### src/rtl/match_sequencer.sv
// match_sequencer: game-flow controller for the Pong datapath.
//
// Walks IDLE -> SERVE -> PLAY -> (SERVE | OVER) -> IDLE. It owns both score
// registers, the serve/game-over delay counter and the winner decision. The
// physics engine and countdown timer are gated through stop/serve_req/timer_run.
//
// Ports:
//   clk, rst          system clock; asynchronous active-high reset
//   start             start button level (rising edge acts, IDLE only)
//   miss1, miss2      per-player miss levels (rising edge scores for the other)
//   time_up           countdown timer expired (level)
//   stop              1 = freeze ball and paddles
//   serve_req         one-cycle pulse on every entry to SERVE
//   timer_run         1 = countdown timer may decrement
//   score1, score2    player scores, saturating at 7
//   winner            00 none, 01 player 1, 10 player 2, 11 draw
//   state             IDLE=0, SERVE=1, PLAY=2, OVER=3
module match_sequencer #(
  parameter int unsigned SERVE_CYCLES = 100_000_000,
  parameter int unsigned OVER_CYCLES  = 150_000_000,
  parameter int unsigned WIN_SCORE    = 5
) (
  input  logic       clk,
  input  logic       rst,
  input  logic       start,
  input  logic       miss1,
  input  logic       miss2,
  input  logic       time_up,
  output logic       stop,
  output logic       serve_req,
  output logic       timer_run,
  output logic [2:0] score1,
  output logic [2:0] score2,
  output logic [1:0] winner,
  output logic [2:0] state
);

  typedef enum logic [2:0] {
    S_IDLE  = 3'd0,
    S_SERVE = 3'd1,
    S_PLAY  = 3'd2,
    S_OVER  = 3'd3
  } state_t;

  localparam logic [31:0] SERVE_LD = 32'(SERVE_CYCLES);
  localparam logic [31:0] OVER_LD  = 32'(OVER_CYCLES);
  localparam logic [2:0]  WIN      = 3'(WIN_SCORE);

  state_t      state_q, state_d;
  logic [31:0] cnt_q, cnt_d;
  logic [2:0]  score1_q, score1_d;
  logic [2:0]  score2_q, score2_d;
  logic [1:0]  winner_q, winner_d;
  logic        serve_req_q, serve_req_d;
  logic        start_prev_q, miss1_prev_q, miss2_prev_q;

  logic        start_e, miss1_e, miss2_e;
  logic        go_serve, go_over;

  function automatic logic [2:0] sat_inc(input logic [2:0] v);
    return (v == 3'd7) ? v : v + 3'd1;
  endfunction

  assign start_e = start & ~start_prev_q;
  assign miss1_e = miss1 & ~miss1_prev_q;
  assign miss2_e = miss2 & ~miss2_prev_q;

  always_comb begin
    state_d     = state_q;
    cnt_d       = cnt_q;
    score1_d    = score1_q;
    score2_d    = score2_q;
    winner_d    = winner_q;
    serve_req_d = 1'b0;
    go_serve    = 1'b0;
    go_over     = 1'b0;

    case (state_q)
      S_IDLE: begin
        if (start_e) begin
          score1_d = 3'd0;
          score2_d = 3'd0;
          winner_d = 2'b00;
          go_serve = 1'b1;
        end
      end

      S_SERVE: begin
        // time_up wins over the serve countdown; counter == 1 means this is
        // the last of SERVE_CYCLES cycles.
        if (time_up)               go_over = 1'b1;
        else if (cnt_q <= 32'd1)   state_d = S_PLAY;
        else                       cnt_d   = cnt_q - 32'd1;
      end

      S_PLAY: begin
        if (miss1_e && miss2_e) begin
          // simultaneous misses cancel: replay the serve
          if (time_up) go_over  = 1'b1;
          else         go_serve = 1'b1;
        end else if (miss1_e) begin
          score2_d = sat_inc(score2_q);
          if (time_up || score2_d == WIN) go_over  = 1'b1;
          else                            go_serve = 1'b1;
        end else if (miss2_e) begin
          score1_d = sat_inc(score1_q);
          if (time_up || score1_d == WIN) go_over  = 1'b1;
          else                            go_serve = 1'b1;
        end else if (time_up) begin
          go_over = 1'b1;
        end
      end

      S_OVER: begin
        if (cnt_q <= 32'd1) state_d = S_IDLE;
        else                cnt_d   = cnt_q - 32'd1;
      end

      default: state_d = S_IDLE;
    endcase

    if (go_serve) begin
      state_d     = S_SERVE;
      cnt_d       = SERVE_LD;
      serve_req_d = 1'b1;
    end
    // winner is decided from the post-point scores of this same cycle
    if (go_over) begin
      state_d = S_OVER;
      cnt_d   = OVER_LD;
      if (score1_d > score2_d)      winner_d = 2'b01;
      else if (score1_d < score2_d) winner_d = 2'b10;
      else                          winner_d = 2'b11;
    end
  end

  always_ff @(posedge clk or posedge rst) begin
    if (rst) begin
      state_q      <= S_IDLE;
      cnt_q        <= 32'd0;
      score1_q     <= 3'd0;
      score2_q     <= 3'd0;
      winner_q     <= 2'b00;
      serve_req_q  <= 1'b0;
      start_prev_q <= 1'b0;
      miss1_prev_q <= 1'b0;
      miss2_prev_q <= 1'b0;
    end else begin
      state_q      <= state_d;
      cnt_q        <= cnt_d;
      score1_q     <= score1_d;
      score2_q     <= score2_d;
      winner_q     <= winner_d;
      serve_req_q  <= serve_req_d;
      start_prev_q <= start;
      miss1_prev_q <= miss1;
      miss2_prev_q <= miss2;
    end
  end

  // stop/timer_run decode the state register, so they track state exactly
  assign stop      = (state_q != S_PLAY);
  assign timer_run = (state_q == S_PLAY);
  assign serve_req = serve_req_q;
  assign score1    = score1_q;
  assign score2    = score2_q;
  assign winner    = winner_q;
  assign state     = state_q;

endmodule

### config.mk
export PLATFORM = sky130hd
export DESIGN_NAME = match_sequencer
export DESIGN_NICKNAME = d
export VERILOG_FILES = /design/src/rtl/match_sequencer.sv
export SDC_FILE = /design/constraint.sdc
export NUM_CORES = 1
export LEC_CHECK = 0
export CORE_MARGIN = 2
export CORE_UTILIZATION = 40
export CTS_BUF_LIST = sky130_fd_sc_hd__clkbuf_8 sky130_fd_sc_hd__clkbuf_16
export DETAILED_ROUTE_END_ITERATION = 8
export HOLD_SLACK_MARGIN = 0.03
export PLACE_DENSITY = 0.69
export SLEW_MARGIN = 40
export SYNTH_ARGS = -nofsm -noshare
export SYNTH_HDL_FRONTEND = slang
export SYNTH_SLANG_ARGS = --single-unit
### constraint.sdc
create_clock -name clk -period 2.2 [get_ports clk]
set_clock_uncertainty 0.05 [all_clocks]
set_input_delay 0.44 -clock clk [delete_from_list [all_inputs] [get_ports clk]]
set_output_delay 0.44 -clock clk [all_outputs]
set_load 0.01 [all_outputs]
## Word-level counts from Yosys, hierarchy flattened

Index checks and enable logic that the tools add are counted.

| word-level totals | value |
|---|---|
| register bits after elaboration | 47 |
| input bits | 6 |
| logic and storage cells | 87 |

| operators by class | value |
|---|---|
| add/subtract/negate cells | 3 |
| order comparisons | 3 |
| equal/unequal tests | 12 |
| multiplexer cells | 43 |
| bitwise gates (word level) | 6 |
| reduce and logical (&&, ||, !) cells | 11 |

Operators with widths:

| kind | number |
|---|---|
| $mux W32 | 4 |
| $pmux W32 S2 | 1 |
| $mux W3 | 14 |
| $le A32 B1 Y1 const B | 1 |
| $sub A32 B1 Y32 const B | 1 |
| $mux W1 | 15 |
| $eq A3 B3 Y1 const B | 4 |
| $ne A4 B4 Y1 const B | 3 |
| $pmux W3 S2 | 2 |
| $pmux W3 S3 | 1 |
| $mux W2 | 4 |
| $add A3 B1 Y3 const B | 2 |
| $eq A3 B2 Y1 const B | 2 |
| $pmux W1 S2 | 2 |
| $reduce_and A2 Y1 | 2 |
| $reduce_and A4 Y1 | 1 |
| $reduce_bool A2 Y1 | 2 |
| $reduce_bool A4 Y1 | 1 |
| $and A1 B1 Y1 | 3 |
| $eq A3 B1 Y1 const B | 1 |
| $gt A3 B3 Y1 | 1 |
| $logic_not A3 Y1 | 1 |
| $lt A3 B3 Y1 | 1 |
| $ne A3 B1 Y1 const B | 1 |
| 5 further kinds | 8 |

## Logic depth before layout (Yosys ltp)

Gate-level depths: netlist (run 1).

| logic depth | value |
|---|---|
| depth in word-level cells | 11 |
| depth in mapped cells | 12 |

## Worst setup path before layout (run 1)

Ideal clock, no wire load.

| timing path | value |
|---|---|
| path type | register to register |
| from | register state_q[0], in the netlist state[0] |
| to | register winner_q[1], in the netlist winner[1] |
| library setup time | 84 ps |
| data arrival time | 2375 ps |
| required time | 2066 ps |
| slack | -309 ps |
| cell stages (with the launch flop) | 12 |
| path buffers | 0 |
| period minus slack after synthesis | 2509 ps |
| cell sequence | dfrtp_1 > inv_1 > ha_1 > inv_1 > o21a_1 > o21bai_1 > a32o_1 > ha_1 > a21o_1 > a21oi_1 > a31oi_1 > o21ai_0 |

| on the way | value |
|---|---|
| word-level cells in the longest chain between the ends | 5 |

Ends and longest elaborated chain:

| what | RTL line | text |
|---|---|---|
| start, declared | 49 | `state_t state_q, state_d;` |
| start signal, assigned | 149 | `state_q <= state_d;` |
| $eq A3 B2 Y1 | -- |  |
| net timer_run | 31 | `output logic timer_run,` |
| $pmux W3 S2 | 78 | `case (state_q)` |
| net score1_d[1] | 51 | `logic [2:0] score1_q, score1_d;` |
| $gt A3 B3 Y1 | 131 | `if (score1_d > score2_d) winner_d = 2'b01;` |
| $mux W2 | 131 |  |
| $mux W2 | 128 | `if (go_over) begin` |
| end signal, assigned | 153 | `winner_q <= winner_d;` |
| end, declared | 53 | `logic [1:0] winner_q, winner_d;` |

The timed path passes the listed nets, and every way through them passes these cells.
A chain may end at the register's enable or synchronous reset.

## Worst setup path after layout (run 1)

| timing path | value |
|---|---|
| from | register state_q[0], in the netlist state[0] |
| to | register cnt_q[31] |

| on the way | value |
|---|---|
| word-level cells in the longest chain between the ends | 4 |

Ends and longest elaborated chain:

| what | RTL line | text |
|---|---|---|
| $eq A3 B2 Y1 (tied with other cells) | 78 |  |
| $pmux W1 S2 / $pmux W32 S2 (equally long branches) | 78 |  |
| $ne A4 B4 Y1 (no source line) (tied with other cells) | -- |  |
| $reduce_and A2 Y1 (no source line) / $mux W32 (equally long branches) | -- |  |
| end signal, assigned | 150 | `cnt_q <= cnt_d;` |
| end, declared | 50 | `logic [31:0] cnt_q, cnt_d;` |

Several ways; a longest one is shown, not always the timed one.

==> flow_summary.json, run 1 <==
{
  "dr.pass1.iters": 4,
  "ys_types": 50,
  "ys_ff_latch": 46,
  "slowest_delay_ps": 570,
  "avgSynthCellArea_um2": 9.38,
  "hold_class": "primary input to flop",
  "syn2layout_area_growth_pct": 54.8,
  "fp-row-count": 29,
  "io_pins": 20,
  "diodes": 0,
  "status": "complete, but fails checks",
  "dp.final_hpwl_mm": 4.94,
  "violations": "setup timing",
  "syn_inst": 288,
  "synthArstFlopShare_pct": 100,
  "max_clock_freq_mhz": 422,
  "drive_above_1_share_pct": 43.0,
  "setup_ws_ps": -171,
  "finalHoldViolations": 0,
  "end_kind": "flop",
  "final_cell_mix": "71 x buf_4, 44 x dfrtp_1, 17 x or3_1",
  "ys_dominant_reg_cell": "dfrtp_1",
  "fin_nets": 413,
  "insertion_delay_ps": 310,
  "critPathSlowestCell": "or4_4",
  "syn_nets": 307,
  "grt_max_degree": 32,
  "grt_pass1_vias": 2476,
  "vdd_drop_max_mv": 0.759,
  "synth_edf_count": 0,
  "dr_total_vias": 2759,
  "drt_iter0_drc": 181,
  "cts_root_buf": "clkbuf_8",
  "place_ws_ps": -447,
  "antenna_found_initial": 0,
  "cts_buffers": 5,
  "synth.cell_area_um2": 2700,
  "cp.arrival_ps": 2560,
  "yosys_warnings": 0,
  "route.detailed.drc": 0,
  "drv_slew": 0,
  "drv_cap": 0,
  "grt_usage_pct": 19.6,
  "yosysSeqAreaShare_pct": 42.6,
  "worst_slew_pin_slew_ps": 565,
  "htreeDepth": 2,
  "hold_buffers": 0,
  "final_common_cell": "buf_4",
  "clock_path_buffers": 2,
  "clk_pin_slew_worst_paths_ps": 90,
  "routed_wl_mm": 8.17,
  "finalCritPeriodShare_pct": 108,
  "grt-ovfl-total": 0,
  "max_slew_margin_pct": 62.0,
  "finalCriticalPeriod_ps": 2370,
  "crit_fanout": 5,
  "core_area_um2": 6420,
  "cp_cell_sequence": "inv_2, ha_4, and3b_2, a21oi_2, buf_6, buf_6, nand4_1, or4_4, a21oi_2",
  "crit_type": "flop to flop",
  "rsz0062_at_grt": "true",
  "io_buffer_count": 18,
  "wire_per_inst_um": 17.3,
  "crit_required_ps": 2390,
  "power.density_nw_per_um2": 1240,
  "routed_via_density": 5.85,
  "gp_congestion": 0.897,
  "cts_tree": "yes",
  "design_area_um2": 4180,
  "placed_area_um2": 3500,
  "grt_first_pass_wirelength_mm": 11.7,
  "final_antenna_net_count": 0,
  "setup_viol": 29,
  "p_leak_nw": 1.76,
  "die_y_um": 86.2,
  "startpoint_type": "flop",
  "die-area_um2": 7420,
  "cts.sinks": 46,
  "die_w_um": 86.2,
  "start_util_pct": 42.0
}
==> where the power goes <==
group / internal (mW) / switching (mW) / total [mW] / leakage, nW
clock network: 0.335 / 0.308 / 0.643 / 0.0579
logic: 1.73 / 1.55 / 3.28 / 1.14
registers: 1.05 / 0.213 / 1.27 / 0.559
total: 3.12 / 2.07 / 5.18 / 1.76
==> final cells by class <==
cell class,instances,area (um2)
Clock buffer,5,68.8
Clock inverter,3,40.0
Fill cell,472,2240
Inverter,16,62.6
Multi-Input combinational cell,216,1750
Sequential cell,46,1150
Tap cell,77,96.3
Timing Repair Buffer,109,1010
==> cell families (layout without fill, tap and decap cells) <==
logic type,count (synthesis),after routing,share of synthesized area (%)
flip-flops,46,46,42.6
XOR/XNOR,4,4,1.30
AND/OR/NAND/NOR,109,109,23.8
other,1,1,0.139
adder cells (fa/ha/maj),13,13,6.02
buffers and inverters,26,133,4.45
multiplexers,2,2,0.741
AO/OA/AOI/OAI,87,87,20.9
==> cells in the mapped netlist, types with 3 or more instances <==
library cell | count | share of area [%]
nand3b_1 | 3 | 0.83
nand3_1 | 9 | 1.7
or4_1 | 15 | 4.2
inv_1 | 16 | 2.2
nor4_1 | 6 | 1.4
o21a_1 | 4 | 1.1
a21oi_1 | 23 | 4.3
a31oi_1 | 8 | 1.9
o211ai_1 | 5 | 1.4
o31ai_1 | 8 | 2.2
dfrtp_1 | 46 | 43
o41ai_1 | 4 | 1.3
or3_1 | 20 | 4.6
buf_2 | 3 | 0.56
or2_2 | 6 | 1.4
nand2_1 | 14 | 1.9
nand4_1 | 3 | 0.70
nor3_1 | 11 | 2.0
ha_1 | 13 | 6.0
nor2_1 | 8 | 1.1
nor2b_1 | 3 | 0.70
o21ai_0 | 21 | 3.9
xnor2_1 | 3 | 0.97
clkbuf_1 | 4 | 0.56
==> final timing paths <==
kind	start	to	slack, ps	depth (start not counted)
min in group asynchronous	rst	cnt_q[3]	370	2
max reg2reg	state[0]	cnt_q[31]	-170	9
max	state[0]	cnt_q[31]	-170	9
max in group asynchronous	rst	state[1]	1230	3
min	miss1	miss1_prev_q	240	1
min reg2reg	winner[1]	winner[1]	500	2
==> per-stage QoR <==
stage | power, mW | hold slack, ps | utilization [%] | setup TNS (ps) | cells
2_1_floorplan | 2.56 | 421 | - | -148 | 288
4_1_cts | 4.56 | 387 | 58.7 | -1350 | 458
3_3_place_gp | 3.57 | 442 | 54.5 | -5080 | 443
3_5_place_dp | 3.63 | 461 | 54.5 | -6340 | 443
6_report | 5.18 | 240 | 65.1 | -2980 | 472
5_1_grt | 5.50 | 243 | 65.1 | -4990 | 472
==> critical path: cells and delay by family (launching register included) <==
family / cells / cell delay, ps
buf+inv: 3 / 310
fa+ha+maj: 1 / 260
simple gates: 3 / 970
compound gates: 2 / 290
flops: 1 / 420
==> registers in the layout (all words and copies together) (netlist names) <==
register and flops:
start_prev_q 1, score2 3, state 2, miss2_prev_q 1
winner 2, miss1_prev_q 1, score1 3, serve_req 1
cnt_q 32
==> repair_timing <==
action,4_1_cts,5_1_grt
pin swaps,13,33
resized for setup,25,65
setup buffers,6,12
cloned,1,3
setup endpoints to repair,29,36
==> metal layers <==
| layer | global-route usage [%] | routed length (um) | part of all wire [%] | vias up |
|---|---|---|---|---|
| met5 | 0 | 0 | 0 | - |
| met2 | 33.2 | 4070 | 50 | 63 |
| li1 | - | - | - | 1301 |
| met1 | 26.8 | 3600 | 44 | 1378 |
| met4 | 3.90 | 148 | 1.8 | 0 |
| met3 | 2.60 | 358 | 4.4 | 17 |
Power figures use the tool's default switching activity.
==> inputs of run 2 (changes only) <==
Settings changed: TNS_END_PERCENT from default to 100.
==> results of run 2 <==
Same layout as run 1: the final DEF is identical, and so are final timing and power.
==> inputs of run 3 (changes only) <==
Settings changed: CORE_MARGIN 2 to default.
==> run 3 against run 2 <==
  * The run still ends with setup timing left
  * Sequential share of layout area about the same
  * Power rose by 0.64%
  * Die area is 4.6% lower
  * Clock-buffer cell count stayed put
  * Critical path type unchanged
  * Largest cell class unchanged
  * Highest routed layer unchanged
==> flow_summary.json, run 3 (synthesis results as in run 1) <==
{
  "placed_area_um2": 3550,
  "syn2layout_area_growth_pct": 55.3,
  "routed_wl_mm": 8.04,
  "dr.pass1.iters": 4,
  "drive_above_1_share_pct": 45.1,
  "fillers": 458,
  "hold_class": "primary input to flop",
  "crit_fanout": 6,
  "core_area_um2": 6420,
  "die-area_um2": 7080,
  "dr_total_vias": 2731,
  "io_pins": 20,
  "drt_iter0_drc": 176,
  "final_common_cell": "buf_4",
  "cts_root_buf": "clkbuf_8",
  "finalCritPeriodShare_pct": 106,
  "finalCriticalPeriod_ps": 2330,
  "status": "complete, but fails checks",
  "critPathLaunch": "cnt_q[19]",
  "hold_buffers": 0,
  "drv_cap": 0,
  "design_area_um2": 4190,
  "regToRegSetupSlack_ps": -130,
  "cts_buffers": 5,
  "r2r_cells": 6,
  "end_kind": "flop",
  "regArea_um2": 1160,
  "fin_nets": 415,
  "final_antenna_net_count": 0,
  "rsz0062_at_grt": "true",
  "grt_pass1_vias": 2711,
  "diodes": 0,
  "violations": "setup timing",
  "final_cell_mix": "75 x buf_4, 42 x dfrtp_1, 14 x clkdlybuf4s50_1, 14 x buf_6",
  "die_y_um": 84.2,
  "power_mw": 5.22,
  "grt_first_pass_wirelength_mm": 12.6,
  "power.density_nw_per_um2": 1240,
  "dp.final_hpwl_mm": 5.20,
  "setup_viol": 16,
  "die_w_um": 84.2,
  "p_leak_nw": 1.77,
  "place_ws_ps": -430,
  "top_register": "cnt_q",
  "crit_type": "flop to flop",
  "antenna_found_initial": 0,
  "startpoint_type": "flop",
  "cts.sinks": 46,
  "fin_hold_ws_ps": 242,
  "cts_tree": "yes",
  "largest_register_ffs": 32,
  "insertion_delay_ps": 310,
  "crit_required_ps": 2380,
  "clk_pin_slew_worst_paths_ps": 90,
  "start_util_pct": 42.0,
  "setup_ws_ps": -135,
  "io_buffer_count": 18,
  "htreeDepth": 2,
  "wire_per_inst_um": 17.0,
  "grt-ovfl-total": 0,
  "gp_congestion": 0.857,
  "clock_path_buffers": 2,
  "crit_path_end": "cnt_q[25]",
  "multiInputGateArea_um2": 1770,
  "grt_max_degree": 24,
  "max_clock_freq_mhz": 428,
  "grt_usage_pct": 22.2,
  "drv_slew": 0,
  "vdd_drop_max_mv": 0.710,
  "route.detailed.drc": 0,
  "r2r-start": "cnt_q[19]",
  "fp-row-count": 29,
  "cp.arrival_ps": 2520,
  "finalHoldViolations": 0,
  "reg2reg_to": "cnt_q[25]",
  "routed_via_density": 5.76
}
## run 3: cell types whose count changed in the layout (fill, tap and decap cells not counted), moves of 3 or more
cell,change
buf_4,+4
o21ai_2,-3
a21oi_1,-3
or3_1,-4
or3_4,+4
o21ai_1,+5
a21oi_2,+3
## run 3: layer usage
layer	vias up	track usage, %	routed length [um]
li1	1310	-	-
met2	58	38.4	4110
met3	14	3.74	296
met1	1349	28.9	3500
met4	0	6.11	129
met5	-	0	0
## run 3: worst min path at each step
stage | from | to | slack [ps] | cells past startpoint
after floorplan | miss1 | miss1_prev_q | 420 | 0
after global placement | cnt_q[21] | cnt_q[21] | 440 | 2
after detailed placement | cnt_q[21] | cnt_q[21] | 450 | 2
after CTS | rst | serve_req | 330 | 2
after global routing | miss1 | miss1_prev_q | 240 | 1
final | miss1 | miss1_prev_q | 240 | 1
## run 3: power by group
group	total [mW]	leakage, nW	switching (mW)	internal (mW)
sequential	1.25	0.555	0.195	1.05
combinational	3.32	1.16	1.56	1.76
clock	0.649	0.0556	0.314	0.335
total	5.22	1.77	2.07	3.15
## run 3: worst max-delay path: stages (launching register included)
cell     delay [ps]
dfrtp_1         390
or4_4           590
nor3_1          340
nand4_1         180
buf_6           170
or4_1           390
a21oi_1         140
## run 3: timing repair
item	CTS	global route
gates resized for setup	29	65
setup buffers	8	8
pin swaps	19	25
setup endpoints to repair	29	36
hold endpoints to repair	0	0
gates cloned	1	1
## run 3: layout make-up
cell class,count,share of cell area [%]
Clock inverter,3,0.985
Multi-Input combinational cell,216,42.3
Inverter,16,1.43
Sequential cell,46,27.6
Clock buffer,5,1.64
Tap cell,77,2.30
Timing Repair Buffer,111,23.8
## run 3: per-stage QoR
stage          TNS, ps  std cells  utilization (%)
2_1_floorplan     -148        288                -
3_3_place_gp     -4970        449             55.2
3_5_place_dp     -5870        449             55.2
4_1_cts           -355        466             59.8
5_1_grt          -2560        474             65.3
6_report          -718        474             65.3
